$ cat src/rtl/peripheral_fifo_uart.sv
// peripheral_fifo_uart: MMIO timer, LED/switch/7-seg registers and FIFO-buffered UART front-end.
// Rev 1.0
`default_nettype none

module peripheral_fifo_uart #(
  parameter logic [31:0] BASE_ADDR  = 32'h40000000,
  parameter int          TIMER_W    = 32,
  parameter int          FIFO_DEPTH = 8,
  parameter int          LED_W      = 8,
  parameter int          SW_W       = 8,
  parameter int          DIGI_W     = 12
) (
  input  logic              sysclk,
  input  logic              reset,
  input  logic              rd,
  input  logic              wr,
  input  logic [31:0]       addr,
  input  logic [31:0]       wdata,
  output logic [31:0]       rdata,
  output logic [LED_W-1:0]  led,
  input  logic [SW_W-1:0]   switch,
  output logic [DIGI_W-1:0] digi,
  output logic              irqout,
  input  logic              PC_31,
  output logic [7:0]        tx_data,
  output logic              tx_en,
  input  logic              tx_status,
  input  logic [7:0]        rx_data,
  input  logic              rx_status
);

  localparam int AW = $clog2(FIFO_DEPTH);
  localparam int CW = AW + 1;
  localparam logic [CW-1:0] FULL_CNT = CW'(FIFO_DEPTH);

  typedef enum logic [1:0] {
    TX_IDLE      = 2'd0,
    TX_WAIT_BUSY = 2'd1,
    TX_WAIT_DONE = 2'd2
  } tx_state_e;

  tx_state_e tx_state_q, tx_state_d;

  logic [TIMER_W-1:0] th_q, th_d, tl_q, tl_d;
  logic [2:0]         tcon_q, tcon_d;
  logic [LED_W-1:0]   led_q, led_d;
  logic [DIGI_W-1:0]  digi_q, digi_d;
  logic [1:0]         ie_q, ie_d;
  logic               rx_ovf_q, rx_ovf_d, tx_ovf_q, tx_ovf_d;
  logic [AW-1:0]      txf_wp_q, txf_wp_d, txf_rp_q, txf_rp_d;
  logic [AW-1:0]      rxf_wp_q, rxf_wp_d, rxf_rp_q, rxf_rp_d;
  logic [CW-1:0]      txf_cnt_q, txf_cnt_d, rxf_cnt_q, rxf_cnt_d;
  logic [7:0]         tx_data_q, tx_data_d;
  logic               tx_en_q, tx_en_d;
  logic               irq_q, irq_d;
  logic               rx_stat_q;

  logic [7:0] txf_mem [FIFO_DEPTH];
  logic [7:0] rxf_mem [FIFO_DEPTH];

  logic [31:0] off;
  logic sel_th, sel_tl, sel_tcon, sel_led, sel_digi, sel_txd, sel_rxd, sel_stat, sel_ie;
  logic tx_full, tx_nonempty, tx_push, tx_drop, tx_pop, tx_idle;
  logic rx_full, rx_nonempty, rx_rise, rx_push, rx_drop, rx_pop;

  assign off      = addr - BASE_ADDR;
  assign sel_th   = (off == 32'h00);
  assign sel_tl   = (off == 32'h04);
  assign sel_tcon = (off == 32'h08);
  assign sel_led  = (off == 32'h0C);
  assign sel_digi = (off == 32'h14);
  assign sel_txd  = (off == 32'h18);
  assign sel_rxd  = (off == 32'h1C);
  assign sel_stat = (off == 32'h20);
  assign sel_ie   = (off == 32'h24);

  assign tx_full     = (txf_cnt_q == FULL_CNT);
  assign tx_nonempty = (txf_cnt_q != '0);
  assign tx_push     = wr & sel_txd & ~tx_full;
  assign tx_drop     = wr & sel_txd & tx_full;
  assign tx_idle     = ~tx_nonempty & (tx_state_q == TX_IDLE) & tx_status;

  // A pop frees a slot in the same cycle, so a full RX FIFO can still accept
  assign rx_full     = (rxf_cnt_q == FULL_CNT);
  assign rx_nonempty = (rxf_cnt_q != '0);
  assign rx_rise     = rx_status & ~rx_stat_q;
  assign rx_pop      = rd & sel_rxd & rx_nonempty;
  assign rx_push     = rx_rise & (~rx_full | rx_pop);
  assign rx_drop     = rx_rise & rx_full & ~rx_pop;

  always_comb begin
    tx_state_d = tx_state_q;
    tx_pop     = 1'b0;
    case (tx_state_q)
      TX_IDLE: begin
        if (tx_nonempty && tx_status) begin
          tx_pop     = 1'b1;
          tx_state_d = TX_WAIT_BUSY;
        end
      end
      TX_WAIT_BUSY: if (!tx_status) tx_state_d = TX_WAIT_DONE;
      TX_WAIT_DONE: if (tx_status) tx_state_d = TX_IDLE;
      default:      tx_state_d = TX_IDLE;
    endcase
  end

  always_comb begin
    th_d   = th_q;
    tl_d   = tl_q;
    tcon_d = tcon_q;
    led_d  = led_q;
    digi_d = digi_q;
    ie_d   = ie_q;
    if (tcon_q[0]) begin
      if (&tl_q) begin
        tl_d = th_q;
        if (tcon_q[1]) tcon_d[2] = 1'b1;
      end else begin
        tl_d = tl_q + TIMER_W'(1);
      end
    end
    // Bus writes override the timer's own update
    if (wr && sel_th)   th_d   = wdata[TIMER_W-1:0];
    if (wr && sel_tl)   tl_d   = wdata[TIMER_W-1:0];
    if (wr && sel_tcon) tcon_d = wdata[2:0];
    if (wr && sel_led)  led_d  = wdata[LED_W-1:0];
    if (wr && sel_digi) digi_d = wdata[DIGI_W-1:0];
    if (wr && sel_ie)   ie_d   = wdata[1:0];

    tx_ovf_d = tx_ovf_q;
    rx_ovf_d = rx_ovf_q;
    if (wr && sel_stat && wdata[4]) tx_ovf_d = 1'b0;
    if (wr && sel_stat && wdata[3]) rx_ovf_d = 1'b0;
    if (tx_drop) tx_ovf_d = 1'b1;
    if (rx_drop) rx_ovf_d = 1'b1;

    txf_wp_d  = tx_push ? txf_wp_q + AW'(1) : txf_wp_q;
    txf_rp_d  = tx_pop  ? txf_rp_q + AW'(1) : txf_rp_q;
    txf_cnt_d = txf_cnt_q;
    if (tx_push && !tx_pop)      txf_cnt_d = txf_cnt_q + CW'(1);
    else if (!tx_push && tx_pop) txf_cnt_d = txf_cnt_q - CW'(1);

    rxf_wp_d  = rx_push ? rxf_wp_q + AW'(1) : rxf_wp_q;
    rxf_rp_d  = rx_pop  ? rxf_rp_q + AW'(1) : rxf_rp_q;
    rxf_cnt_d = rxf_cnt_q;
    if (rx_push && !rx_pop)      rxf_cnt_d = rxf_cnt_q + CW'(1);
    else if (!rx_push && rx_pop) rxf_cnt_d = rxf_cnt_q - CW'(1);

    tx_en_d   = tx_pop;
    tx_data_d = tx_pop ? txf_mem[txf_rp_q] : tx_data_q;
    irq_d     = ~PC_31 & ((tcon_q[1] & tcon_q[2]) | (ie_q[0] & rx_nonempty) | (ie_q[1] & tx_idle));
  end

  always_ff @(posedge sysclk or posedge reset) begin
    if (reset) begin
      tx_state_q <= TX_IDLE;
      th_q       <= '0;
      tl_q       <= '0;
      tcon_q     <= '0;
      led_q      <= '0;
      digi_q     <= '0;
      ie_q       <= '0;
      rx_ovf_q   <= 1'b0;
      tx_ovf_q   <= 1'b0;
      txf_wp_q   <= '0;
      txf_rp_q   <= '0;
      txf_cnt_q  <= '0;
      rxf_wp_q   <= '0;
      rxf_rp_q   <= '0;
      rxf_cnt_q  <= '0;
      tx_data_q  <= '0;
      tx_en_q    <= 1'b0;
      irq_q      <= 1'b0;
      rx_stat_q  <= 1'b0;
    end else begin
      tx_state_q <= tx_state_d;
      th_q       <= th_d;
      tl_q       <= tl_d;
      tcon_q     <= tcon_d;
      led_q      <= led_d;
      digi_q     <= digi_d;
      ie_q       <= ie_d;
      rx_ovf_q   <= rx_ovf_d;
      tx_ovf_q   <= tx_ovf_d;
      txf_wp_q   <= txf_wp_d;
      txf_rp_q   <= txf_rp_d;
      txf_cnt_q  <= txf_cnt_d;
      rxf_wp_q   <= rxf_wp_d;
      rxf_rp_q   <= rxf_rp_d;
      rxf_cnt_q  <= rxf_cnt_d;
      tx_data_q  <= tx_data_d;
      tx_en_q    <= tx_en_d;
      irq_q      <= irq_d;
      rx_stat_q  <= rx_status;
    end
  end

  always_ff @(posedge sysclk) begin
    if (tx_push) txf_mem[txf_wp_q] <= wdata[7:0];
    if (rx_push) rxf_mem[rxf_wp_q] <= rx_data;
  end

  always_comb begin
    rdata = '0;
    if (rd) begin
      case (off)
        32'h00:  rdata = 32'(th_q);
        32'h04:  rdata = 32'(tl_q);
        32'h08:  rdata = {29'd0, tcon_q};
        32'h0C:  rdata = 32'(led_q);
        32'h10:  rdata = 32'(switch);
        32'h14:  rdata = 32'(digi_q);
        32'h1C:  rdata = rx_nonempty ? {24'd0, rxf_mem[rxf_rp_q]} : 32'd0;
        32'h20:  rdata = {8'd0, 8'(txf_cnt_q), 8'(rxf_cnt_q), 3'd0,
                          tx_ovf_q, rx_ovf_q, tx_idle, ~tx_full, rx_nonempty};
        32'h24:  rdata = {30'd0, ie_q};
        default: rdata = '0;
      endcase
    end
  end

  assign led     = led_q;
  assign digi    = digi_q;
  assign irqout  = irq_q;
  assign tx_data = tx_data_q;
  assign tx_en   = tx_en_q;

endmodule

`default_nettype wire

$ cat config.mk
export PLATFORM = sky130hd
export DESIGN_NAME = peripheral_fifo_uart
export DESIGN_NICKNAME = d
export VERILOG_FILES = /design/src/rtl/peripheral_fifo_uart.sv
export SDC_FILE = /design/constraint.sdc
export NUM_CORES = 1
export LEC_CHECK = 0
export BUFFER_PORTS_ARGS = -buffer_cell sky130_fd_sc_hd__buf_2
export CORE_MARGIN = 2
export CORE_UTILIZATION = 53
export CTS_CLUSTER_SIZE = 24
export DETAILED_ROUTE_END_ITERATION = 8
export PLACE_DENSITY = 0.89
export SLEW_MARGIN = 20
export SYNTH_ARGS = -nofsm -noshare
export SYNTH_HDL_FRONTEND = slang
export SYNTH_SLANG_ARGS = --single-unit
$ cat constraint.sdc
create_clock -name sysclk -period 3.2 [get_ports sysclk]
set_clock_uncertainty 0.05 [all_clocks]
set_input_delay 0.16 -clock sysclk [delete_from_list [all_inputs] [get_ports sysclk]]
set_output_delay 0.16 -clock sysclk [all_outputs]
set_load 0.005 [all_outputs]
==> summary.md <==
| Metric | Value |
|---|---|
| HP Class | input port to flop |
| DRC errors left | 0 |
| Clk_lat worst skew | 0.55 ns |
| Final #Nets | approximately 1300 |
| Final Cell Area | 15100 sq um |
| IO Count | about 150 |
| Seq pwr share | 48.3% |
| Worst-margin pin slew | 0.824 ns |
| R2R depth | 13 |
| DP HPWL | 22.3 mm |
| ANT cells | 0 |
| Antenna Nets Post-Route | 0 |
| EDFF count, synth | 128 |
| Post-CTS setup buffer count | 0 |
| Final WL | around 35 mm |
| Synth unique cells | 73 |
| R2R setup slack | 0.21 ns |
| Hold Path Cell Cnt | 4 |
| Synthesized area per cell | around 13 sq um |
| Metal-1 WL | 12.8 mm |
| Number of synthesized register bits | 252 |
| Sink Count | approximately 250 |
| Power Density | approximately 500 nW/um^2 |
| CTS root buf | clkbuf_16 |
| Syn_nets | around 1100 |
| Fraction of registers with async set or reset after synthesis | 49.2% |
| RR Startpoint | rxf_cnt_q[2]$_DFFE_PP0P_ |
| Total gr overflow | 0 |
| WS Path Type | flop to output port |
| Clk buf depth | 3 |
| Unrepaired setup endpoints after global routing | false |
| CTS tree | yes |
| Vias per Instance | 6.38 |
| Sequential fraction of the synthesis area | 56.3% |
| 1st-pass router iterations | 5 |
| Most frequent cells in the layout | buf_2, edfxtp_1, dfrtp_1 |
| Status | completed |
| Max_cap viols | 0 |
| Starting DRT DRC Count | between 1000 and 1500 |
| Met2 WL | roughly 17 mm |
| Min Tclk post-route | 3.08 ns |
| Area added between synthesis and finish | 22.1% |
| Standby leakage power | 6.00 nW |
| Ratio of cells with drive above 1 in the final layout | 31.6% |
| Die Ht | 157 um |
| Most common cell after layout, fill and taps aside | buf_2 |
| Num rows | between 50 and 60 |
| Die X-Extent | 157 um |
| Relative slew margins | 45.1% |
| Switch share | 23.3% |
| CP cell instances | or4_1 > nor3_1 > nand2_1 > a221oi_1 > o21ba_2 > buf_2 |
| Final Cycle Share | ~96% |
| Critical R2R Capture | rxf_cnt_q[3]$_DFFE_PP0P_ |
| CP max stage delay | 0.61 ns |
| Highest clock rate | 325 MHz |
| Ys flop type | edfxtp_1 |
| CTS buffer count | 27 |
| Setup TNS | 0 ns |
| Clock power frac | 43.7% |
| Largest net degree at the start of global routing | 67 |
| Crit path DAT | 2.87 ns |
| Fill cell count | approximately 1600 |
| Slew Viols, Final | 0 |
| Final Hold Viols | 0 |
| Core box area | between 20000 and 25000 sq um |
| Final setup vio count | 0 |
| Hold Path End | rxf_rp_q[0]$_DFFE_PP0N_ |
| Initial Util | 54.2% |
| Mapped Area | 12300 sq um |
| Cell count after synthesis | 966 |
| Tot GR Track Use | 28.3% |
| Max Used Layer | met5 |
| Buffers on Ports | 148 |
| P_sw | 1.76 mW |
| Initial antenna violation count | 1 |
| H-tree levels | 1 |
| Internal power | 5.78 mW |
| Global-route wire length before repair | 53.1 mm |
| Vias | 9660 |
| Worst Setup Start Kind | flop |
| Ys Warns | 0 |
| Peak VDD IR | 0.907 mV |
| Clk pin slew, worst setup/hold paths | 0.06 ns |
| Met3 Wirelength | 3.10 mm |
| CP Data Required Time | 2.99 ns |
| Worst path slowest cell | or4_1 |
| Number of global-route vias before repair | 9651 |
| Placed instance area | 13700 sq um |
| Die ar. | around 25000 sq um |
| Min-Delay Startpoint | rd |
| Combinational Power Share | 8.1% |
| Crit path max fanout | 6 |
| Crit end category | output port |
| Drt wl/cell | ~23 um |
| Global placer's final weighted congestion | around 0.96 |
[power groups by stage]
stage	combinational, mW	sequential (mW)	clock, mW
2_1_floorplan	0.335	3.64	0
3_3_place_gp	0.518	3.67	0
3_5_place_dp	0.535	3.68	0
4_1_cts	0.589	3.62	3.30
5_1_grt	0.660	3.65	3.43
6_report	0.608	3.64	3.29
[stage by stage]
stage                     total power [mW]  hold slack [ns]  util [%]  setup WS, ns  cells
after floorplan                       3.98            0.141         -         0.145    966
after global placement                4.19            0.234      60.0         0.202   1421
after detailed placement              4.22            0.238      60.0        0.0932   1421
after CTS                             7.52           0.0177      66.1         0.128   1515
after global routing                  7.74           0.0592      66.1        0.0468   1515
final                                 7.54           0.0380      66.1         0.122   1515
[registers in the layout (all words and copies together) (netlist names), 4 cells and up]
signal and cells:
rxf_mem 64, txf_mem 64, th_q 32, tl_q 32, digi 12, led 8, tx_data 8, rxf_cnt_q 4
txf_cnt_q 4
[timing repair]
| action | 4_1_cts | 5_1_grt |
|---|---|---|
| gates resized for setup | 1 | 1 |
| pin swaps | 0 | 2 |
| endpoints found under the hold margin | 215 | 0 |
| cloned | 0 | 0 |
| hold buffers | 44 | 0 |
| setup endpoints to repair | 1 | 1 |
[layout make-up]
type / instances / area [sq um] / share of cell area [%]
Clock buffer: 34 / 744 / 4.94
Clock inverter: 16 / 195 / 1.30
Inverter: 16 / 63.8 / 0.424
Multi-Input combinational cell: 638 / 5110 / 33.9
Sequential cell: 252 / 6950 / 46.1
Tap cell: 313 / 392 / 2.60
Timing Repair Buffer: 246 / 1610 / 10.7
[synth_stat cells (all sizes together), types with 7 or more instances]
master,instances,area [sq um]
a21oi,23,115
a22oi,23,173
nand4,17,119
mux4,32,721
dfrtp,124,3100
a31oi,10,62.6
mux2i,38,380
inv,16,60.1
ha,11,138
nand2b,8,50.1
buf,28,143
xnor2,14,123
nor4,28,221
clkbuf,32,120
o21ai,32,160
nand3,21,105
nand2,66,250
and3,7,43.8
mux2,76,886
or2,8,50.1
o31ai,12,90.1
or4,8,60.1
a221oi,7,61.3
nor3,36,211
edfxtp,128,3840
nor2,65,244
nor2b,11,68.8
[layer usage]
layer	vias to the layer above	global-route usage, %
met5	-	0
met4	2	11.1
met3	123	4.13
met2	641	48.5
met1	4743	36.4
li1	4151	-
[critical path: cells and delay by family (launching register included)]
kind                   cells  cell delay (ns)
flip-flops                 1             0.47
AND/OR/NAND/NOR            3             1.27
buffers and inverters      1             0.12
AO/OA/AOI/OAI              2             0.49
[worst max-delay path by stage]
| stage | start | end | slack [ns] | depth (start not counted) |
|---|---|---|---|---|
| 3_3_place_gp | rxf_cnt_q[2]$_DFFE_PP0P_ | rxf_cnt_q[3]$_DFFE_PP0P_ | 0.20 | 11 |
| 2_1_floorplan | rxf_cnt_q[0]$_DFFE_PP0P_ | rxf_cnt_q[3]$_DFFE_PP0P_ | 0.15 | 14 |
| 5_1_grt | txf_cnt_q[0]$_DFFE_PP0P_ | rdata[2] | 0.05 | 6 |
| 6_report | txf_cnt_q[0]$_DFFE_PP0P_ | rdata[2] | 0.12 | 6 |
| 4_1_cts | rxf_cnt_q[2]$_DFFE_PP0P_ | rxf_cnt_q[3]$_DFFE_PP0P_ | 0.13 | 13 |
| 3_5_place_dp | rxf_cnt_q[2]$_DFFE_PP0P_ | rxf_cnt_q[3]$_DFFE_PP0P_ | 0.09 | 11 |
[cells by family after synthesis]
| family | after synthesis | synth area share, % |
|---|---|---|
| buffers and inverters | 76 | 2.62 |
| AO/OA/AOI/OAI | 164 | 9.25 |
| adder cells (fa/ha/maj) | 13 | 1.44 |
| AND/OR/NAND/NOR | 295 | 12.9 |
| multiplexers | 146 | 16.1 |
| flip-flops | 252 | 56.3 |
| XOR/XNOR | 20 | 1.42 |
Power figures use the tool's default switching activity.
